[src/rtl/compression_pkg.sv]
// Shared constants and types for the IQ frame packer.
package compression_pkg;

  // Two-bit word tags in data_o[31:30]
  localparam logic [1:0] TAG_HDR = 2'b10;
  localparam logic [1:0] TAG_PAY = 2'b01;

  // Width of the frame counter carried in each header word
  localparam int unsigned FRAME_CNT_W = 14;

  // Output framing FSM
  typedef enum logic {
    S_HDR,
    S_PAY
  } state_e;

endpackage

[src/rtl/sync_fifo.sv]
// Synchronous first-word-fall-through FIFO with full/empty flags.
// A write into a full FIFO is taken only when a read happens in the same cycle.
module sync_fifo #(
  parameter int unsigned Width = 20,
  parameter int unsigned Depth = 16
) (
  input  logic             clk_i,
  input  logic             rst_i,
  input  logic             wr_en_i,
  input  logic [Width-1:0] wr_data_i,
  input  logic             rd_en_i,
  output logic [Width-1:0] rd_data_o,
  output logic             full_o,
  output logic             empty_o
);

  localparam int unsigned AW = $clog2(Depth);
  localparam logic [AW:0] PtrOne = (AW + 1)'(1);

  logic [Width-1:0] mem_q [Depth];
  logic [AW:0]      wr_ptr_q, rd_ptr_q;
  logic             do_wr, do_rd;

  // Extra pointer MSB distinguishes full from empty when the indices match
  assign empty_o   = (wr_ptr_q == rd_ptr_q);
  assign full_o    = (wr_ptr_q[AW] != rd_ptr_q[AW]) &&
                     (wr_ptr_q[AW-1:0] == rd_ptr_q[AW-1:0]);
  assign rd_data_o = mem_q[rd_ptr_q[AW-1:0]];
  assign do_rd     = rd_en_i && !empty_o;
  assign do_wr     = wr_en_i && (!full_o || do_rd);

  // Pointer update with synchronous reset
  always_ff @(posedge clk_i) begin
    if (rst_i) begin
      wr_ptr_q <= '0;
      rd_ptr_q <= '0;
    end else begin
      if (do_wr) wr_ptr_q <= wr_ptr_q + PtrOne;
      if (do_rd) rd_ptr_q <= rd_ptr_q + PtrOne;
    end
  end

  // Storage array, no reset needed
  always_ff @(posedge clk_i) begin
    if (do_wr) mem_q[wr_ptr_q[AW-1:0]] <= wr_data_i;
  end

endmodule

[src/rtl/iq_frame_packer.sv]
// Buffers I/Q pairs from the decimator and emits framed 32-bit words:
// one header word (frame count, frame length) followed by a fixed number of payload words.
module iq_frame_packer
  import compression_pkg::*;
#(
  parameter int unsigned Data_width        = 10,
  parameter int unsigned Samples_per_frame = 1664,
  parameter int unsigned Fifo_depth        = 16
) (
  input  logic                  clk_i,
  input  logic                  rst_i,
  input  logic [Data_width-1:0] I_data_i,
  input  logic [Data_width-1:0] Q_data_i,
  input  logic                  data_valid_i,
  output logic [31:0]           data_o,
  output logic                  data_valid_o,
  input  logic                  data_ready_i,
  output logic                  sof_o,
  output logic                  eof_o,
  output logic                  overflow_o
);

  localparam int unsigned PairW   = 2 * Data_width;
  localparam logic [15:0] SpfW    = 16'(Samples_per_frame);
  localparam logic [15:0] LastIdx = 16'(Samples_per_frame - 1);
  localparam logic [FRAME_CNT_W-1:0] FrameOne = FRAME_CNT_W'(1);

  state_e                 state_q, state_d;
  logic [15:0]            pay_cnt_q, pay_cnt_d;
  logic [FRAME_CNT_W-1:0] frame_cnt_q, frame_cnt_d;
  logic                   overflow_q;

  logic             fifo_full, fifo_empty, fifo_pop, fifo_push;
  logic [PairW-1:0] fifo_rdata;
  logic [29:0]      pay_body;

  // A pop frees a slot in the same cycle, so a full FIFO can still accept
  assign fifo_push  = data_valid_i && (!fifo_full || fifo_pop);
  assign overflow_o = overflow_q;

  sync_fifo #(
    .Width (PairW),
    .Depth (Fifo_depth)
  ) u_fifo (
    .clk_i     (clk_i),
    .rst_i     (rst_i),
    .wr_en_i   (fifo_push),
    .wr_data_i ({Q_data_i, I_data_i}),
    .rd_en_i   (fifo_pop),
    .rd_data_o (fifo_rdata),
    .full_o    (fifo_full),
    .empty_o   (fifo_empty)
  );

  // Next-state and output decode; outputs are zero whenever nothing is offered
  always_comb begin
    state_d      = state_q;
    pay_cnt_d    = pay_cnt_q;
    frame_cnt_d  = frame_cnt_q;
    data_valid_o = 1'b0;
    data_o       = '0;
    sof_o        = 1'b0;
    eof_o        = 1'b0;
    fifo_pop     = 1'b0;
    pay_body     = '0;
    pay_body[PairW-1:0] = fifo_rdata;

    unique case (state_q)
      // Header is only offered once a pair is waiting, so a frame never starts empty
      S_HDR: begin
        if (!fifo_empty) begin
          data_valid_o = 1'b1;
          data_o       = {TAG_HDR, frame_cnt_q, SpfW};
          sof_o        = 1'b1;
          if (data_ready_i) state_d = S_PAY;
        end
      end
      S_PAY: begin
        if (!fifo_empty) begin
          data_valid_o = 1'b1;
          data_o       = {TAG_PAY, pay_body};
          eof_o        = (pay_cnt_q == LastIdx);
          if (data_ready_i) begin
            fifo_pop = 1'b1;
            if (pay_cnt_q == LastIdx) begin
              pay_cnt_d   = '0;
              frame_cnt_d = frame_cnt_q + FrameOne;
              state_d     = S_HDR;
            end else begin
              pay_cnt_d = pay_cnt_q + 16'd1;
            end
          end
        end
      end
      default: ;
    endcase
  end

  // State, counters and sticky overflow flag
  always_ff @(posedge clk_i) begin
    if (rst_i) begin
      state_q     <= S_HDR;
      pay_cnt_q   <= '0;
      frame_cnt_q <= '0;
      overflow_q  <= 1'b0;
    end else begin
      state_q     <= state_d;
      pay_cnt_q   <= pay_cnt_d;
      frame_cnt_q <= frame_cnt_d;
      if (data_valid_i && !fifo_push) overflow_q <= 1'b1;
    end
  end

endmodule

[config.mk]
export PLATFORM = sky130hd
export DESIGN_NAME = iq_frame_packer
export DESIGN_NICKNAME = d
export VERILOG_FILES = /design/src/rtl/compression_pkg.sv /design/src/rtl/sync_fifo.sv /design/src/rtl/iq_frame_packer.sv
export SDC_FILE = /design/constraint.sdc
export NUM_CORES = 1
export LEC_CHECK = 0
export ABC_AREA = 0
export BUFFER_PORTS_ARGS = -buffer_cell sky130_fd_sc_hd__buf_2
export CORE_MARGIN = 2
export CORE_UTILIZATION = 55
export DETAILED_ROUTE_END_ITERATION = 7
export GPL_ROUTABILITY_DRIVEN = 0
export PLACE_DENSITY = 0.72
export SLEW_MARGIN = 20
export SYNTH_ARGS = -nofsm -noshare
export SYNTH_HDL_FRONTEND = slang
export SYNTH_SLANG_ARGS = --single-unit
[constraint.sdc]
create_clock -name clk_i -period 3.1 [get_ports clk_i]
set_clock_uncertainty 0.1 [all_clocks]
set_input_delay 0.465 -clock clk_i [delete_from_list [all_inputs] [get_ports clk_i]]
set_output_delay 0.465 -clock clk_i [all_outputs]
set_load 0.005 [all_outputs]
* After elaboration in Yosys (flattened, before gate mapping)
Memories as Yosys holds them, arrays and structs flattened. A register that Yosys moved wholly into a read port is not among the register bits.
Cells that the tools add are included.
** Storage, ports and cells
- Bits in registers :: 42
- Bits in writable memories :: 320
- Input port bits :: 24
- Word-level logic and storage cells :: 48
- Memories :: 1
** Operators by class
- Add/subtract/negate cells :: 4
- Eq/ne operators :: 4
- Multiplexer cells :: 19
- Bitwise logic cells :: 2
- Reduce and logical (&&, ||, !) cells :: 12
** Memory list
- u_fifo.mem_q :: words 16, width 20, rd ports 1, clocked after Yosys merged registers in 1, wr ports 1, RTL line sync_fifo.sv:20 : logic [Width-1:0] mem_q [Depth];
** Operators with widths (number)
- $pmux W32 S2 :: 1
- $mux W32 :: 1
- $mux W31 :: 1
- $add A16 B1 Y16 const B :: 1
- $eq A16 B11 Y1 const B :: 1
- $mux W16 :: 1
- $add A14 B1 Y14 const B :: 1
- $mux W1 :: 12
- $add A5 B1 Y5 const B :: 2
- $mux W4 :: 2
- $eq A5 B5 Y1 :: 1
- $logic_and A1 B1 Y1 :: 5
- $eq A4 B4 Y1 :: 1
- $reduce_and A4 Y1 :: 1
- $logic_not A1 Y1 :: 3
- $reduce_and A3 Y1 :: 1
- $logic_or A1 B1 Y1 :: 2
- $not A1 Y1 :: 2
- $pmux W1 S2 :: 1
- $ne A1 B1 Y1 :: 1

* Logic depth before layout (Yosys ltp)
- Depth in word-level cells :: 8
- Gate-level depth with buffers :: 8
- Gate-level depth less buffers :: 6

* Modules after synthesis
A second synthesis with hierarchy kept.
** Second synthesis, totals
- Cells, all modules :: 753
- Area total of the unflattened synthesis :: 14843.0 µm²
** By module, submodules not included
- sync_fifo :: times used 1, cells each 528, area each 13038.8 µm², seq. area each 9889.5 µm²
- iq_frame_packer :: times used 1, cells each 225, area each 1804.2 µm², seq. area each 640.6 µm²

* Least setup slack after synthesis
Ideal clock, no wire load.
- Kind :: register to register
- Start :: register u_fifo.wr_ptr_q[3]
- End :: memory u_fifo.mem_q[3][0], enable pin
- Arrival :: 2395 ps
- Setup slack :: 183 ps
- Cell stages (with the launch flop) :: 6
- Path buffers :: 1
- Period minus slack after synthesis :: 2917 ps
- Path through :: dfxtp_1 clkbuf_2 xnor2_1 nand4_1 o211ai_1 nor3_1
** Between the ends
- Longest elaborated chain between the ends :: 8
** RTL lines
- start: declaration :: RTL line sync_fifo.sv:21 : logic [AW:0] wr_ptr_q, rd_ptr_q;
- start signal: assignment :: RTL line sync_fifo.sv:38 : if (do_wr) wr_ptr_q <= wr_ptr_q + PtrOne;
- $eq A5 B5 Y1 or $eq A4 B4 Y1 (tied branches) :: RTL line sync_fifo.sv:25, sync_fifo.sv:27
- $mux W1 or $logic_and A1 B1 Y1 (tied branches) :: RTL line iq_frame_packer.sv:79, sync_fifo.sv:26
- $mux W1 or $logic_not A1 Y1 (tied branches) :: RTL line iq_frame_packer.sv:68, sync_fifo.sv:30, iq_frame_packer.sv:38
- $logic_or A1 B1 Y1 or $logic_and A1 B1 Y1 (tied branches) :: RTL line iq_frame_packer.sv:38, sync_fifo.sv:29
- $logic_and A1 B1 Y1 or $logic_or A1 B1 Y1 (tied branches) :: RTL line iq_frame_packer.sv:38, sync_fifo.sv:30
- $logic_and A1 B1 Y1 :: RTL line sync_fifo.sv:30 : assign do_wr = wr_en_i && (!full_o || do_rd);
- $mux W1 :: RTL line sync_fifo.sv:45 : if (do_wr) mem_q[wr_ptr_q[AW-1:0]] <= wr_data_i;
- $mux W1 (implied by the code) :: RTL line sync_fifo.sv:45
- end: declaration :: RTL line sync_fifo.sv:20
Parallel ways exist; a longest one is shown, timed or not.

==> impl_metrics.json <==
{
  "final_common_cell": "edfxtp_1",
  "p_leak_nw": 5.52,
  "antenna_found_initial": 1,
  "ys_async_sr_fraction": 0,
  "cts_buffer_depth": 3,
  "rsz0062_at_grt": "yes",
  "io_pins": 60,
  "hold_violations": 0,
  "max_cap_viol_count": 0,
  "p_seq_frac": 0.531,
  "route.antenna.remaining_nets": 0,
  "syn_avg_cell_area_sq_um": 18.1,
  "period_share": 0.981,
  "period_needed_ns": 3.04,
  "nNetsFinal": 950,
  "cp_cell_sequence": "buf_4 -> buf_12 -> mux4_2 -> nor2b_1 -> a211oi_1 -> a211oi_1 -> buf_2",
  "syn-cell-area_sq_um": 14600,
  "fin_area_sq_um": 16900,
  "hpwl_microns": 18700,
  "min_delay_path_depth": 3,
  "path_clk_slew_ns": 0.06,
  "htree_levels": 2,
  "drt-vias-per-instance": 6.20,
  "placed_area_sq_um": 15600,
  "drc": 0,
  "grt_max_degree": 42,
  "p_comb_frac": 0.045,
  "power_frac_clock": 0.424,
  "grt_pass1_wl_microns": 47800,
  "vias": 7950,
  "critical_path_arrival_ns": 2.48,
  "setup_viol": 0,
  "synth_warnings": 0,
  "r2r-end": "frame_cnt_q[13]",
  "die_y_microns": 167,
  "cp-start-kind": "register",
  "coreArea_sq_um": 26100,
  "first_iter_violations": 765,
  "fmax_ghz": 0.329,
  "die_x_microns": 167,
  "holdWs_ns": 0.126,
  "n_antenna_cell": 0,
  "r2r_cells": 6,
  "slew_viol_final": 0,
  "grt_usage": 0.227,
  "cts_root_buf": "clkbuf_16",
  "area_growth_pct": 15.9,
  "power_switching_w": 0.00212,
  "required_ns": 2.53,
  "portBuffers": 59,
  "r2r_start": "pay_cnt_q[0]",
  "wirelength_microns": 31300,
  "crit_type": "register to output pin",
  "postLayoutCoreUtil": 0.648,
  "crit_path_frequent_cell": "a211oi_1",
  "reg2reg_slack_ns": 0.48,
  "wire_per_inst_microns": 24.4,
  "cts_made_buffers": 38,
  "grt_pass1_vias": 8144,
  "cts_tree": "built",
  "total_power_w": 0.0102,
  "globalRouteOverflowTotal": 0,
  "cp-end-kind": "output pin",
  "power_switching_share": 0.207,
  "path_max_fanout": 17,
  "critPathMaxStageDelay_ns": 0.50,
  "synth.distinct_cells": 42,
  "cpMaxStageDelayCell": "mux4_2",
  "p_int_w": 0.00812,
  "synth-seq-cells": 366,
  "start_util": 0.560,
  "drive_above_1_share": 0.288,
  "synth_seq_area_share": 0.722,
  "cts_num_sinks": 366,
  "clock_latency_ns": 0.53,
  "power_density_nw_per_um2": 606,
  "ys.flop_type": "edfxtp_1",
  "holdPathEnd": "state_q",
  "slew_headroom": 0.429,
  "hold_start": "data_ready_i",
  "dr.pass1.iters": 5,
  "netlist_instances": 806,
  "synth-edff-count": 320,
  "dieArea_sq_um": 27800,
  "hold_class": "input pin to register",
  "synth_fp_nets": 837,
  "layout_common_cells": "320 x edfxtp_1, 80 x mux4_2, 59 x buf_2",
  "row_count": 59,
  "peakVddDrop_v": 0.000489,
  "status": "complete, no violations",
  "worst_pin_slew_ns": 0.856
}
-- synth_stat cells, types with 2 or more instances --
cell,instances,share of area
ha_1,7,0.0060
mux2i_1,22,0.015
inv_1,6,0.0015
nand2_1,17,0.0044
a21oi_1,21,0.0072
buf_4,2,0.0010
xor2_1,17,0.010
nor2b_1,18,0.0077
nor3_1,7,0.0024
nand3_1,20,0.0069
and3_1,16,0.0069
edfxtp_1,320,0.66
buf_2,16,0.0055
mux4_2,80,0.12
a211oi_1,26,0.013
or4_1,10,0.0051
nand4_1,6,0.0026
xnor2_1,7,0.0042
buf_1,3,0.00077
or3_1,9,0.0039
o21ai_0,16,0.0055
mux2_2,3,0.0023
a22oi_1,4,0.0021
and4_1,3,0.0018
clkbuf_1,23,0.0059
o211ai_1,5,0.0026
a31oi_1,4,0.0017
dfxtp_1,46,0.063
o2111ai_1,4,0.0024
and2_1,11,0.0047
nor2_1,38,0.0098
o31ai_1,9,0.0046
-- worst max path at each step --
stage	end	slack (ns)	depth (start not counted)
final	data_o[8]	0.06	7
after global routing	data_o[17]	-0.003	8
after CTS	data_o[15]	0.009	8
after detailed placement	data_o[4]	0.42	6
after global placement	data_o[10]	0.44	6
after floorplan	u_fifo.mem_q[3][0]	0.18	5
-- metrics by stage --
step,worst slack (ns),setup TNS (ns),std cells
finish,0.0586,0,1282
detailed placement,0.419,0,1201
global placement,0.442,0,1201
CTS,0.00928,0,1274
global route,-0.00278,-0.00278,1282
floorplan,0.183,0,806
-- layout make-up --
cell class                 count  area (sq um)
fill                        1723          9160
multi-input combinational    388          3860
clock inverter                15           126
tap                          335           419
timing repair buffer         118           855
inverter                       7          26.3
clock buffer                  53          1070
sequential                   366         10500
-- worst max-delay path: cells and delay by family, from the launching register on --
| family | cells | cell delay (ns) |
|---|---|---|
| multiplexers | 1 | 0.50 |
| buffers and inverters | 3 | 0.50 |
| AO/OA/AOI/OAI | 2 | 0.44 |
| flip-flops | 1 | 0.36 |
| AND/OR/NAND/NOR | 1 | 0.14 |
-- power groups by stage --
stage          logic (W)  registers (W)  clock network (W)
4_1_cts         0.000453        0.00543            0.00442
3_5_place_dp    0.000444        0.00554                  0
3_3_place_gp    0.000426        0.00554                  0
5_1_grt         0.000502        0.00543            0.00461
6_report        0.000461        0.00543            0.00434
2_1_floorplan   0.000247        0.00553                  0
-- per-layer routing --
metal	vias up	share of wire	wire length, microns	track usage
li1	3490	-	-	-
met1	4096	0.40	12600	0.305
met2	307	0.51	15900	0.384
met3	55	0.066	2070	0.0364
met4	2	0.023	728	0.0731
met5	-	0.00035	11	0
-- registers in the layout, indices dropped and copies added (netlist names), named ones only --
| name | cells |
|---|---|
| overflow_o | 1 |
| frame_cnt_q | 14 |
| u_fifo.rd_ptr_q | 5 |
| state_q | 1 |
| u_fifo.mem_q | 320 |
| pay_cnt_q | 16 |
| u_fifo.wr_ptr_q | 5 |
-- timing repair --
item / 4_1_cts / 5_1_grt
buffers inserted: 5 / 8
hold buffers: 0 / 0
setup endpoints to repair: 17 / 14
resized for setup: 1 / 7
pin swaps: 0 / 1
-- logic make-up after synthesis --
kind of cell | count (synthesis) | share of synthesized area
mux | 105 | 0.141
flops | 366 | 0.722
xor+xnor | 24 | 0.0144
fa+ha+maj | 7 | 0.00601
buf+inv | 52 | 0.0154
simple gates | 160 | 0.0597
compound gates | 92 | 0.0415
Note: power is estimated with default switching activity, not from simulation.
